$ cat config.mk
export PLATFORM = sky130hd
export DESIGN_NAME = brightness_level_controller
export DESIGN_NICKNAME = d
export VERILOG_FILES = /design/src/rtl/brightness_level_controller_pkg.sv /design/src/rtl/btn_debounce.sv /design/src/rtl/brightness_level_controller.sv
export SDC_FILE = /design/constraint.sdc
export NUM_CORES = 1
export LEC_CHECK = 0
export ABC_AREA = 1
export CAP_MARGIN = 20
export CORE_ASPECT_RATIO = 0.75
export CORE_UTILIZATION = 41
export CTS_BUF_LIST = sky130_fd_sc_hd__clkbuf_4
export DETAILED_ROUTE_END_ITERATION = 10
export DONT_BUFFER_PORTS = 1
export PLACE_DENSITY = 0.6
export SLEW_MARGIN = 20
export SYNTH_ARGS = -nofsm -noshare
export SYNTH_HDL_FRONTEND = slang
export SYNTH_HIERARCHICAL = 1
export SYNTH_SLANG_ARGS = --single-unit
export TNS_END_PERCENT = 10
$ cat constraint.sdc
create_clock -name clk -period 1.6 [get_ports clk]
set_clock_uncertainty 0.05 [all_clocks]
set_input_delay 0.48 -clock clk [delete_from_list [all_inputs] [get_ports clk]]
set_output_delay 0.48 -clock clk [all_outputs]
set_load 0.05 [all_outputs]
$ cat src/rtl/brightness_level_controller_pkg.sv
`default_nettype none
// ============================================================================
//  Module   : brightness_level_controller_pkg
//  Brief    : Shared types and constants for the brightness level controller:
//             debounce FSM encoding, default maximum shift, pixel shift helper.
//  Revision : 1.0 - initial release
// ============================================================================
package brightness_level_controller_pkg;

    // Debounce FSM state encoding (2 bits)
    typedef enum logic [1:0] {
        DB_STABLE_LOW  = 2'b00,
        DB_WAIT_HIGH   = 2'b01,
        DB_STABLE_HIGH = 2'b10,
        DB_WAIT_LOW    = 2'b11
    } db_state_t;

    // At this shift level every 4-bit channel is fully blanked
    localparam int c_DEFAULT_MAX_SHIFT = 4;

    // Shift each RGB444 channel right by lvl; shifting 4 bits by >= 4 yields 0
    function automatic logic [11:0] shift_pixel(input logic [11:0] px,
                                                input logic [2:0]  lvl);
        logic [3:0] r_ch;
        logic [3:0] g_ch;
        logic [3:0] b_ch;
        r_ch = px[11:8] >> lvl;
        g_ch = px[7:4]  >> lvl;
        b_ch = px[3:0]  >> lvl;
        return {r_ch, g_ch, b_ch};
    endfunction

endpackage : brightness_level_controller_pkg
`default_nettype wire

$ cat src/rtl/btn_debounce.sv
`default_nettype none
// ============================================================================
//  Module   : btn_debounce
//  Brief    : 2-flop synchronizer plus 4-state debounce FSM for one raw button.
//             Emits a single-cycle press pulse on each accepted press.
//  Revision : 1.0 - initial release
// ============================================================================
module btn_debounce
    import brightness_level_controller_pkg::*;
#(
    parameter int DEBOUNCE_CYCLES = 1000000
) (
    input  logic clk,
    input  logic rst,
    input  logic raw,
    output logic press
);

    localparam int                 c_CNT_W    = $clog2(DEBOUNCE_CYCLES + 1);
    localparam logic [c_CNT_W-1:0] c_CNT_LAST = c_CNT_W'(DEBOUNCE_CYCLES - 1);

    logic [1:0]         r_sync;
    db_state_t          r_state;
    db_state_t          w_state_next;
    logic [c_CNT_W-1:0] r_cnt;
    logic [c_CNT_W-1:0] w_cnt_next;
    logic               r_press;
    logic               w_press_next;
    logic               w_in;

    assign w_in  = r_sync[1];
    assign press = r_press;

    // Bring the asynchronous button into the clk domain
    always_ff @(posedge clk or posedge rst) begin
        if (rst) r_sync <= 2'b00;
        else     r_sync <= {r_sync[0], raw};
    end

    // FSM state, stability counter and registered press pulse
    always_ff @(posedge clk or posedge rst) begin
        if (rst) begin
            r_state <= DB_STABLE_LOW;
            r_cnt   <= '0;
            r_press <= 1'b0;
        end else begin
            r_state <= w_state_next;
            r_cnt   <= w_cnt_next;
            r_press <= w_press_next;
        end
    end

    // Next-state logic: the count restarts on every direction change
    always_comb begin
        w_state_next = r_state;
        w_cnt_next   = r_cnt;
        w_press_next = 1'b0;
        case (r_state)
            DB_STABLE_LOW: begin
                w_cnt_next = '0;
                if (w_in) w_state_next = DB_WAIT_HIGH;
            end
            DB_WAIT_HIGH: begin
                if (!w_in) begin
                    w_state_next = DB_STABLE_LOW;
                    w_cnt_next   = '0;
                end else if (r_cnt == c_CNT_LAST) begin
                    w_state_next = DB_STABLE_HIGH;
                    w_cnt_next   = '0;
                    w_press_next = 1'b1;
                end else begin
                    w_cnt_next = r_cnt + c_CNT_W'(1);
                end
            end
            DB_STABLE_HIGH: begin
                w_cnt_next = '0;
                if (!w_in) w_state_next = DB_WAIT_LOW;
            end
            DB_WAIT_LOW: begin
                if (w_in) begin
                    w_state_next = DB_STABLE_HIGH;
                    w_cnt_next   = '0;
                end else if (r_cnt == c_CNT_LAST) begin
                    w_state_next = DB_STABLE_LOW;
                    w_cnt_next   = '0;
                end else begin
                    w_cnt_next = r_cnt + c_CNT_W'(1);
                end
            end
            default: begin
                w_state_next = DB_STABLE_LOW;
                w_cnt_next   = '0;
            end
        endcase
    end

endmodule : btn_debounce
`default_nettype wire

$ cat src/rtl/brightness_level_controller.sv
`default_nettype none
// ============================================================================
//  Module   : brightness_level_controller
//  Brief    : Debounced up/down buttons select a shift level that is applied
//             to an RGB444 pixel stream at frame boundaries (vsync rise).
//  Revision : 1.0 - initial release
// ============================================================================
module brightness_level_controller
    import brightness_level_controller_pkg::*;
#(
    parameter int DEBOUNCE_CYCLES = 1000000,
    parameter int MAX_SHIFT       = c_DEFAULT_MAX_SHIFT
) (
    input  logic        clk,
    input  logic        rst,
    input  logic        btn_up,
    input  logic        btn_down,
    input  logic        vsync,
    input  logic [11:0] pixel_in,
    input  logic        pixel_in_valid,
    output logic [11:0] pixel_out,
    output logic        pixel_out_valid,
    output logic [2:0]  shift_level,
    output logic        level_pending
);

    localparam logic [2:0] c_MAX_LEVEL = 3'(MAX_SHIFT);

    logic        w_press_up;
    logic        w_press_down;
    logic        w_vsync_rise;
    logic        r_vsync_d;
    logic [2:0]  r_pending;
    logic [2:0]  r_active;
    logic [11:0] r_pixel_out;
    logic        r_pixel_valid;

    btn_debounce #(.DEBOUNCE_CYCLES(DEBOUNCE_CYCLES)) u_dbn_up (
        .clk   (clk),
        .rst   (rst),
        .raw   (btn_up),
        .press (w_press_up)
    );

    btn_debounce #(.DEBOUNCE_CYCLES(DEBOUNCE_CYCLES)) u_dbn_down (
        .clk   (clk),
        .rst   (rst),
        .raw   (btn_down),
        .press (w_press_down)
    );

    assign w_vsync_rise    = vsync && !r_vsync_d;
    assign shift_level     = r_active;
    assign level_pending   = (r_pending != r_active);
    assign pixel_out       = r_pixel_out;
    assign pixel_out_valid = r_pixel_valid;

    // Remember last vsync for rising-edge detection
    always_ff @(posedge clk or posedge rst) begin
        if (rst) r_vsync_d <= 1'b0;
        else     r_vsync_d <= vsync;
    end

    // Requested level: saturating up/down, simultaneous presses cancel
    always_ff @(posedge clk or posedge rst) begin
        if (rst) begin
            r_pending <= 3'd0;
        end else if (w_press_up && !w_press_down) begin
            if (r_pending != 3'd0) r_pending <= r_pending - 3'd1;
        end else if (w_press_down && !w_press_up) begin
            if (r_pending < c_MAX_LEVEL) r_pending <= r_pending + 3'd1;
        end
    end

    // Active level follows the pre-edge pending value only at frame boundaries
    always_ff @(posedge clk or posedge rst) begin
        if (rst)               r_active <= 3'd0;
        else if (w_vsync_rise) r_active <= r_pending;
    end

    // One-cycle pixel pipeline using the level in force before this edge
    always_ff @(posedge clk or posedge rst) begin
        if (rst) begin
            r_pixel_out   <= 12'h000;
            r_pixel_valid <= 1'b0;
        end else begin
            r_pixel_valid <= pixel_in_valid;
            if (pixel_in_valid) r_pixel_out <= shift_pixel(pixel_in, r_active);
        end
    end

endmodule : brightness_level_controller
`default_nettype wire
==> results of run 1 <==
## worst min path at each step
stage                      endpoint  cells past startpoint                 start
6_report       u_dbn_down/r_sync[0]                      0              btn_down
5_1_grt        u_dbn_down/r_sync[0]                      0              btn_down
4_1_cts        u_dbn_down/r_sync[0]                      0              btn_down
3_5_place_dp              r_vsync_d                      1                   rst
3_3_place_gp              r_vsync_d                      1                   rst
2_1_floorplan  u_dbn_down/r_sync[1]                      0  u_dbn_down/r_sync[0]
## layer usage
layer	GRT usage	up-vias	part of all wire	routed length, um
li1	-	1673	-	-
met1	0.263	1485	0.51	4270
met2	0.267	70	0.42	3510
met3	0.0473	4	0.062	515
met4	0.0583	0	0.0058	48
met5	0	-	0	0
## metrics by stage
step                hold slack, ns  instance area [um2]
finish                      0.0524                 4540
global route               0.00277                 4540
global placement             0.170                 4210
detailed placement           0.176                 4210
floorplan                    0.281                 4020
CTS                        0.00575                 4500
## layout make-up
type,instances,area [um2]
Clock buffer,9,67.6
Clock inverter,7,88.8
Fill cell,928,4690
Inverter,56,220
Multi-Input combinational cell,395,2000
Sequential cell,70,1770
Tap cell,128,160
Timing Repair Buffer,25,235
## cell families after synthesis
| family | count (synthesis) | synth area share |
|---|---|---|
| compound gates | 19 | 0.0257 |
| xor+xnor | 20 | 0.0438 |
| fa+ha+maj | 5 | 0.0157 |
| buf+inv | 62 | 0.0736 |
| flops | 70 | 0.438 |
| simple gates | 351 | 0.403 |
## report_power, final
| part | internal, mW | switching [mW] |
|---|---|---|
| Clock | 0.623 | 0.622 |
| Sequential | 1.81 | 0.132 |
| Combinational | 0.0552 | 0.119 |
## state kept, by name, summed over array words and instances (netlist names), named ones only
| signal | count |
|---|---|
| u_dbn_down/r_state | 1 |
| u_dbn_up/r_sync | 2 |
| u_dbn_up/r_state | 1 |
| u_dbn_down/r_sync | 2 |
| pixel_out_valid | 1 |
| shift_level | 3 |
| u_dbn_up/press | 1 |
| u_dbn_down/r_cnt | 20 |
| u_dbn_up/r_cnt | 20 |
| r_pending | 3 |
| u_dbn_down/press | 1 |
| r_vsync_d | 1 |
| pixel_out | 12 |
## Yosys cell counts
library cell	number	area share
a21oi_1	6	0.0075
and2_1	2	0.0031
buf_12	2	0.010
buf_2	1	0.0013
buf_6	3	0.0085
dfrtp_1	70	0.44
ha_1	5	0.016
inv_1	45	0.042
inv_2	9	0.0085
inv_4	2	0.0031
nand2_1	172	0.16
nand2_2	6	0.0094
nand3_1	25	0.031
nand3_2	8	0.020
nand3b_1	2	0.0038
nand4_1	6	0.0094
nor2_1	85	0.080
nor2_2	27	0.042
nor2_4	8	0.023
nor3_1	4	0.0050
nor3_4	2	0.0081
o21ai_0	9	0.011
o21ai_1	1	0.0013
o21bai_1	3	0.0056
or2_1	2	0.0031
or2_2	2	0.0031
xnor2_1	11	0.024
xor2_1	9	0.020
## worst reg2reg max path, stage by stage, from the launching register on
cell and delay, ns:
dfrtp_1 0.40, ha_1 0.22, nand3_2 0.14, inv_2 0.05
nand3_2 0.07, nor2_4 0.05, nor2_4 0.28, inv_6 0.12
nor2_1 0.13
## what timing repair did
| action | CTS | global route |
|---|---|---|
| pin swaps | 3 | 1 |
| gates resized for setup | 25 | 6 |
| setup endpoints to repair | 17 | 29 |
| setup buffers | 4 | 3 |
| hold buffers | 4 | 0 |
| hold endpoints to repair | 73 | 0 |
==> flow_summary.toml, run 1 <==
[place]
port_buffers = 0
place_ws_ns = 0.0289
dpl.hpwl_mm = 6.11
dp_cells = 663
gp_congestion = 0.851

[finish]
final_util = 0.492
drive_gt1_frac = 0.219
nets = 580
area_growth_pct = 13.7
layoutNonFillerInstCount = 690
layout_commonest_cell = "nand2_1"
diodes = 0
final_cell_mix = "nand2_1 (172), nor2_1 (84), dfrtp_1 (53)"

[drt]
avgRoutedWirePerCell_um = 12.1
vias_per_cell = 4.68
dr.pass1.iters = 4
drcViolationCount = 0
drt_wl_total_mm = 8.35
drtIter0Drc = 174
dr_total_vias = 3232
final_antenna_net_count = 0

[worst_setup_path]
path_cells = "xnor2_2 > nand3_4"
cpLargestDelayFamily = "flip-flops"
reg2reg_depth = 8
max_stage_delay_ns = 0.45
crit_type = "reg2out"
critPathSlowestCell = "dfrtp_2"
crit_buf_inv = 0
cp_max_fo = 2
crit_arrival_ns = 1.28
end_kind = "primary output"
r2r_end = "u_dbn_up/r_cnt[9]"
r2r_slack_ns = 0.01
worstSetupPathDepth = 2
r2r-start = "u_dbn_up/r_cnt[0]"
start_kind = "flop"
cp.required_ns = 1.07
crit_end = "level_pending"
critPathLaunch = "shift_level[1]"

[logic_synthesis]
synth_cells = 527
yosysWarnings = 6
syn_avg_cell_area_um2 = 7.58
syn_nets = 550
ys_seq_elements = 70
syn-cell-area_mm2 = 0.00400
ys_seq_area_frac = 0.438
ys_types = 28

[clock_tree]
cts_tree = "done"
clkTransAtPathRegs_ns = 0.12
clk_latency_ns = 0.41
cts_max_level = 3
cts_root_buffer = "clkbuf_4"
clock-sinks = 70
cts.path.max_buffers = 2
numCtsBuffers = 9

[sta]
finalHoldViolCount = 0
rsz0062_at_grt = "yes"
fin_crit_sh = 1.13
tns_ns = -0.543
layout_min_cycle_time_ns = 1.81
final_max_slew_viol_count = 0
slew_headroom = 0.677
fmax_mhz = 553
setup_viol = 4
setup_slack_ns = -0.208
worst_slew_pin_slew_ns = 0.483

[grt]
grt_max_degree = 26
grt_usage = 0.183
grt_pass1_vias = 3057
gr-total-overflow = 0
grt_pass1_wl_mm = 14.3
antenna_found_initial = 0

[min_path]
hp-class = "in2reg"

[die]
fp.dieH_um = 87.5
fp-row-count = 30
die_x_um = 116
design.core.area_mm2 = 0.00923
start_util = 0.433
num_io_pins = 35
dieArea_mm2 = 0.0101

[run_status]
status = "finished with violations"
violations = "negative setup slack"

[power_and_ir_drop]
total_power_mw = 3.37
p_leak_nw = 1.95
p_per_area_mw_per_mm2 = 741
ir_drop_v = 0.000564

[flow_run]
cap_violations = 0
No activity file was read; power rests on OpenSTA's default activity.
==> inputs of run 2 (changes only) <==
--- a/config.mk
+++ b/config.mk
@@ -8,6 +8,7 @@
 export ABC_AREA = 1
 export CAP_MARGIN = 20
 export CORE_ASPECT_RATIO = 0.75
+export CORE_MARGIN = 2
 export CORE_UTILIZATION = 41
 export CTS_BUF_LIST = sky130_fd_sc_hd__clkbuf_4
 export DETAILED_ROUTE_END_ITERATION = 10
==> flow_summary.toml, run 2 (synthesized netlist as in run 1, its figures left out) <==
[flow_run]
cap_violations = 0

[worst_setup_path]
crit_arrival_ns = 1.30
end_kind = "primary output"
reg2reg_depth = 8
cp.required_ns = 1.07
crit_type = "reg2out"
start_kind = "flop"
cp_max_fo = 2

[clock_tree]
clock-sinks = 70
cts_root_buffer = "clkbuf_4"
clkTransAtPathRegs_ns = 0.12
clk_latency_ns = 0.43
cts.path.max_buffers = 2
cts_tree = "done"
cts_max_level = 3
numCtsBuffers = 9

[drt]
dr.pass1.iters = 4
drt_wl_total_mm = 8.29
avgRoutedWirePerCell_um = 12.0
drcViolationCount = 0
vias_per_cell = 4.69
drtIter0Drc = 168
dr_total_vias = 3225
final_antenna_net_count = 0

[sta]
setup_viol = 2
holdWs_ns = 0.103
worst_slew_pin_slew_ns = 0.465
final_max_slew_viol_count = 0
slew_headroom = 0.689
rsz0062_at_grt = "yes"
finalHoldViolCount = 0
fin_crit_sh = 1.14
fmax_mhz = 547
tns_ns = -0.327
setup_slack_ns = -0.229
layout_min_cycle_time_ns = 1.83

[finish]
layout_commonest_cell = "nand2_1"
nets = 574
drive_gt1_frac = 0.214
diodes = 0
area_growth_pct = 13.9
final_cell_mix = "nand2_1 (172), nor2_1 (85), dfrtp_1 (52)"

[power_and_ir_drop]
p_leak_nw = 1.92
ir_drop_v = 0.000580
total_power_mw = 3.42
p_per_area_mw_per_mm2 = 752

[grt]
antenna_found_initial = 0
gr-total-overflow = 0
grt_max_degree = 26
grt_pass1_wl_mm = 14.4
grt_pass1_vias = 3052
grt_usage = 0.172

[min_path]
hp-class = "in2reg"
holdPathStages = 2

[place]
port_buffers = 0
dpl.hpwl_mm = 6.11
gp_congestion = 0.834
place_ws_ns = 0.0394

[run_status]
violations = "negative setup slack"
status = "finished with violations"

[die]
fp.dieH_um = 89.5
die_x_um = 118
start_util = 0.417
dieArea_mm2 = 0.0106
num_io_pins = 35
design.core.area_mm2 = 0.00958
fp-row-count = 31
[run 2: cell count changes in the layout (fill, tap and decap cells not counted), moves of 2 or more]
| cell | previous run | this run |
|---|---|---|
| buf_12 | 0 | 3 |
| buf_4 | 15 | 9 |
| buf_6 | 2 | 0 |
| buf_8 | 4 | 2 |
| nand3_2 | 8 | 6 |
| nand3_4 | 1 | 3 |
[run 2: final cells by class]
type	instances	area, um2
multi-input cells	395	2020
fillers	959	5030
clock buffers	10	75.1
repair buffers	19	208
well taps	132	165
clock inverters	6	86.3
flip-flops and latches	70	1770
inverters	56	220
[run 2: final timing paths]
| path | endpoint | slack [ns] | start |
|---|---|---|---|
| min in group asynchronous | pixel_out[5] | 0.46 | rst |
| min reg2reg | u_dbn_up/r_sync[1] | 0.33 | u_dbn_up/r_sync[0] |
| max reg2reg | u_dbn_up/r_cnt[9] | 0.06 | u_dbn_up/r_cnt[0] |
| max | level_pending | -0.23 | shift_level[1] |
| min | pixel_out[11] | 0.10 | pixel_in[11] |
| max in group asynchronous | u_dbn_up/r_cnt[12] | 0.55 | rst |
[run 2: worst max-delay path: stages (launching register included)]
cell and delay, ns:
dfrtp_2 0.45, xnor2_2 0.22, nand3_4 0.20
[run 2: per-layer routing]
layer,up-vias,part of all wire,global-route usage
met5,-,0,0
met4,0,0.014,0.0559
met3,12,0.052,0.0517
met2,68,0.41,0.256
met1,1478,0.52,0.241
li1,1667,-,-
[run 2: stage by stage]
stage                     std cells   util  instance area, um2
after global placement          665  0.441                4220
after detailed placement        665  0.441                4220
after global routing            688  0.475                4550
after CTS                       687  0.468                4490
final                           688  0.475                4550
after floorplan                 527      -                4020
[run 2: report_power, final]
group / total, mW / internal, mW / switching (mW)
Combinational: 0.185 / 0.0650 / 0.120
Sequential: 1.95 / 1.81 / 0.132
Clock: 1.29 / 0.648 / 0.641
[run 2: timing repair]
item | in CTS | in global routing
buffers inserted | 1 | 1
endpoints found under the hold margin | 46 | 0
cloned | 0 | 0
hold buffers | 5 | 0
pin swaps | 2 | 2
endpoints found under the setup margin | 18 | 36
gates resized for setup | 21 | 11
==> inputs of run 3 (changes only) <==
--- a/config.mk
+++ b/config.mk
@@ -8,12 +8,13 @@
 export ABC_AREA = 1
 export CAP_MARGIN = 20
 export CORE_ASPECT_RATIO = 0.75
-export CORE_MARGIN = 2
+export CORE_MARGIN = 4
 export CORE_UTILIZATION = 41
 export CTS_BUF_LIST = sky130_fd_sc_hd__clkbuf_4
 export DETAILED_ROUTE_END_ITERATION = 10
 export DONT_BUFFER_PORTS = 1
 export PLACE_DENSITY = 0.6
+export SETUP_SLACK_MARGIN = 0.2
 export SLEW_MARGIN = 20
 export SYNTH_ARGS = -nofsm -noshare
 export SYNTH_HDL_FRONTEND = slang
==> flow_summary.toml, run 3 (synthesized netlist as in run 1, its figures left out) <==
[run_status]
status = "finished with violations"
violations = "negative setup slack"

[die]
num_io_pins = 35
design.core.area_mm2 = 0.00927
fp.dieH_um = 93.5
die_x_um = 122
fp-row-count = 30
start_util = 0.431
dieArea_mm2 = 0.0114

[clock_tree]
cts_max_level = 3
clk_latency_ns = 0.43
cts.path.max_buffers = 2
cts_tree = "done"
clock-sinks = 70
clkTransAtPathRegs_ns = 0.13
numCtsBuffers = 9
cts_root_buffer = "clkbuf_4"

[min_path]
hp-class = "in2reg"
worstHoldStart = "pixel_in[11]"
min_to = "pixel_out[11]"
holdPathStages = 2

[sta]
slew_headroom = 0.656
final_max_slew_viol_count = 0
setup_viol = 4
rsz0062_at_grt = "yes"
holdWs_ns = 0.103
worst_slew_pin_slew_ns = 0.514
tns_ns = -0.408
fmax_mhz = 553
finalHoldViolCount = 0
layout_min_cycle_time_ns = 1.81
setup_slack_ns = -0.208
fin_crit_sh = 1.13

[place]
place_ws_ns = 0.0666
dpl.hpwl_mm = 6.39
port_buffers = 0
dp_cells = 666
gp_congestion = 0.867

[grt]
grt_max_degree = 26
grt_usage = 0.170
gr-total-overflow = 0
antenna_found_initial = 0
grt_pass1_vias = 3220
grt_pass1_wl_mm = 15.4

[finish]
nets = 602
layout_commonest_cell = "nand2_1"
area_growth_pct = 29.8
drive_gt1_frac = 0.352
layoutNonFillerInstCount = 711
diodes = 0
final_cell_mix = "nand2_1 (149), nor2_1 (67), dfrtp_1 (47)"

[power_and_ir_drop]
pwr-share-comb = 0.070
power_frac_seq = 0.557
p_clk_frac = 0.374
p_leak_nw = 2.16
internal_power_mw = 2.52
p_per_area_mw_per_mm2 = 676
switching_share = 0.280
ir_drop_v = 0.000311
switchingPower_mw = 0.980

[flow_run]
cap_violations = 0

[worst_setup_path]
cpLargestDelayFamily = "flip-flops"
crit_arrival_ns = 1.28
r2r-start = "u_dbn_up/r_cnt[0]"
r2r_slack_ns = 0.04
r2r_end = "u_dbn_up/r_cnt[9]"
reg2reg_depth = 9
cp_max_fo = 2
start_kind = "flop"
crit_type = "reg2out"
path_cells = "xnor2_4 > nand3_4"
critPathSlowestCell = "dfrtp_2"
cp.required_ns = 1.07
crit_buf_inv = 0
max_stage_delay_ns = 0.47
end_kind = "primary output"

[drt]
vias_per_cell = 4.88
drcViolationCount = 0
drt_wl_total_mm = 9.77
dr.pass1.iters = 4
final_antenna_net_count = 0
avgRoutedWirePerCell_um = 13.7
dr_total_vias = 3470
drtIter0Drc = 291
-- run 3: cell count changes in the layout (fill, tap and decap cells not counted), sizes merged --
| cell | delta |
|---|---|
| buf | +26 |
| clkinvlp | +2 |
| inv | -1 |
-- run 3: what timing repair did --
item / in CTS / in global routing
pin swaps: 92 / 89
setup buffers: 6 / 17
hold endpoints to repair: 74 / 0
resized for setup: 37 / 102
hold buffers: 5 / 0
cloned: 0 / 2
setup endpoints to repair: 61 / 75
-- run 3: routing by layer --
| layer | share of wire | track usage | up-vias |
|---|---|---|---|
| li1 | - | - | 1719 |
| met1 | 0.46 | 0.239 | 1647 |
| met2 | 0.47 | 0.258 | 93 |
| met3 | 0.063 | 0.0484 | 11 |
| met4 | 0.014 | 0.0448 | 0 |
| met5 | 0 | 0 | - |
-- run 3: worst max-delay path by stage --
stage / to / cells past startpoint / from
after floorplan: level_pending / 3 / shift_level[0]
after global placement: u_dbn_up/r_cnt[9] / 8 / u_dbn_up/r_cnt[0]
after detailed placement: u_dbn_up/r_cnt[9] / 8 / u_dbn_up/r_cnt[0]
after CTS: level_pending / 2 / shift_level[1]
after global routing: level_pending / 2 / shift_level[1]
final: level_pending / 2 / shift_level[0]
-- run 3: cell type report --
cell class	instances	area [um2]
clock buffer	9	67.6
clock inverter	6	87.6
fill	832	4090
inverter	56	263
multi-input combinational	395	2380
sequential	70	1780
tap	128	160
timing repair buffer	46	435
timing repair inverter	1	11.3
-- run 3: through the flow --
| step | cell area [um2] | total power, mW | util |
|---|---|---|---|
| 3_5_place_dp | 4270 | 2.15 | 0.460 |
| 2_1_floorplan | 4060 | 2.10 | - |
| 4_1_cts | 4630 | 3.49 | 0.500 |
| 6_report | 5190 | 3.50 | 0.559 |
| 5_1_grt | 5190 | 3.66 | 0.559 |
| 3_3_place_gp | 4270 | 2.14 | 0.460 |
-- run 3: power groups by stage --
stage / registers (mW) / clock network, mW / logic (mW)
4_1_cts: 1.95 / 1.35 / 0.187
3_5_place_dp: 1.98 / 0 / 0.171
3_3_place_gp: 1.98 / 0 / 0.167
6_report: 1.95 / 1.31 / 0.244
2_1_floorplan: 1.97 / 0 / 0.135
5_1_grt: 1.96 / 1.43 / 0.275
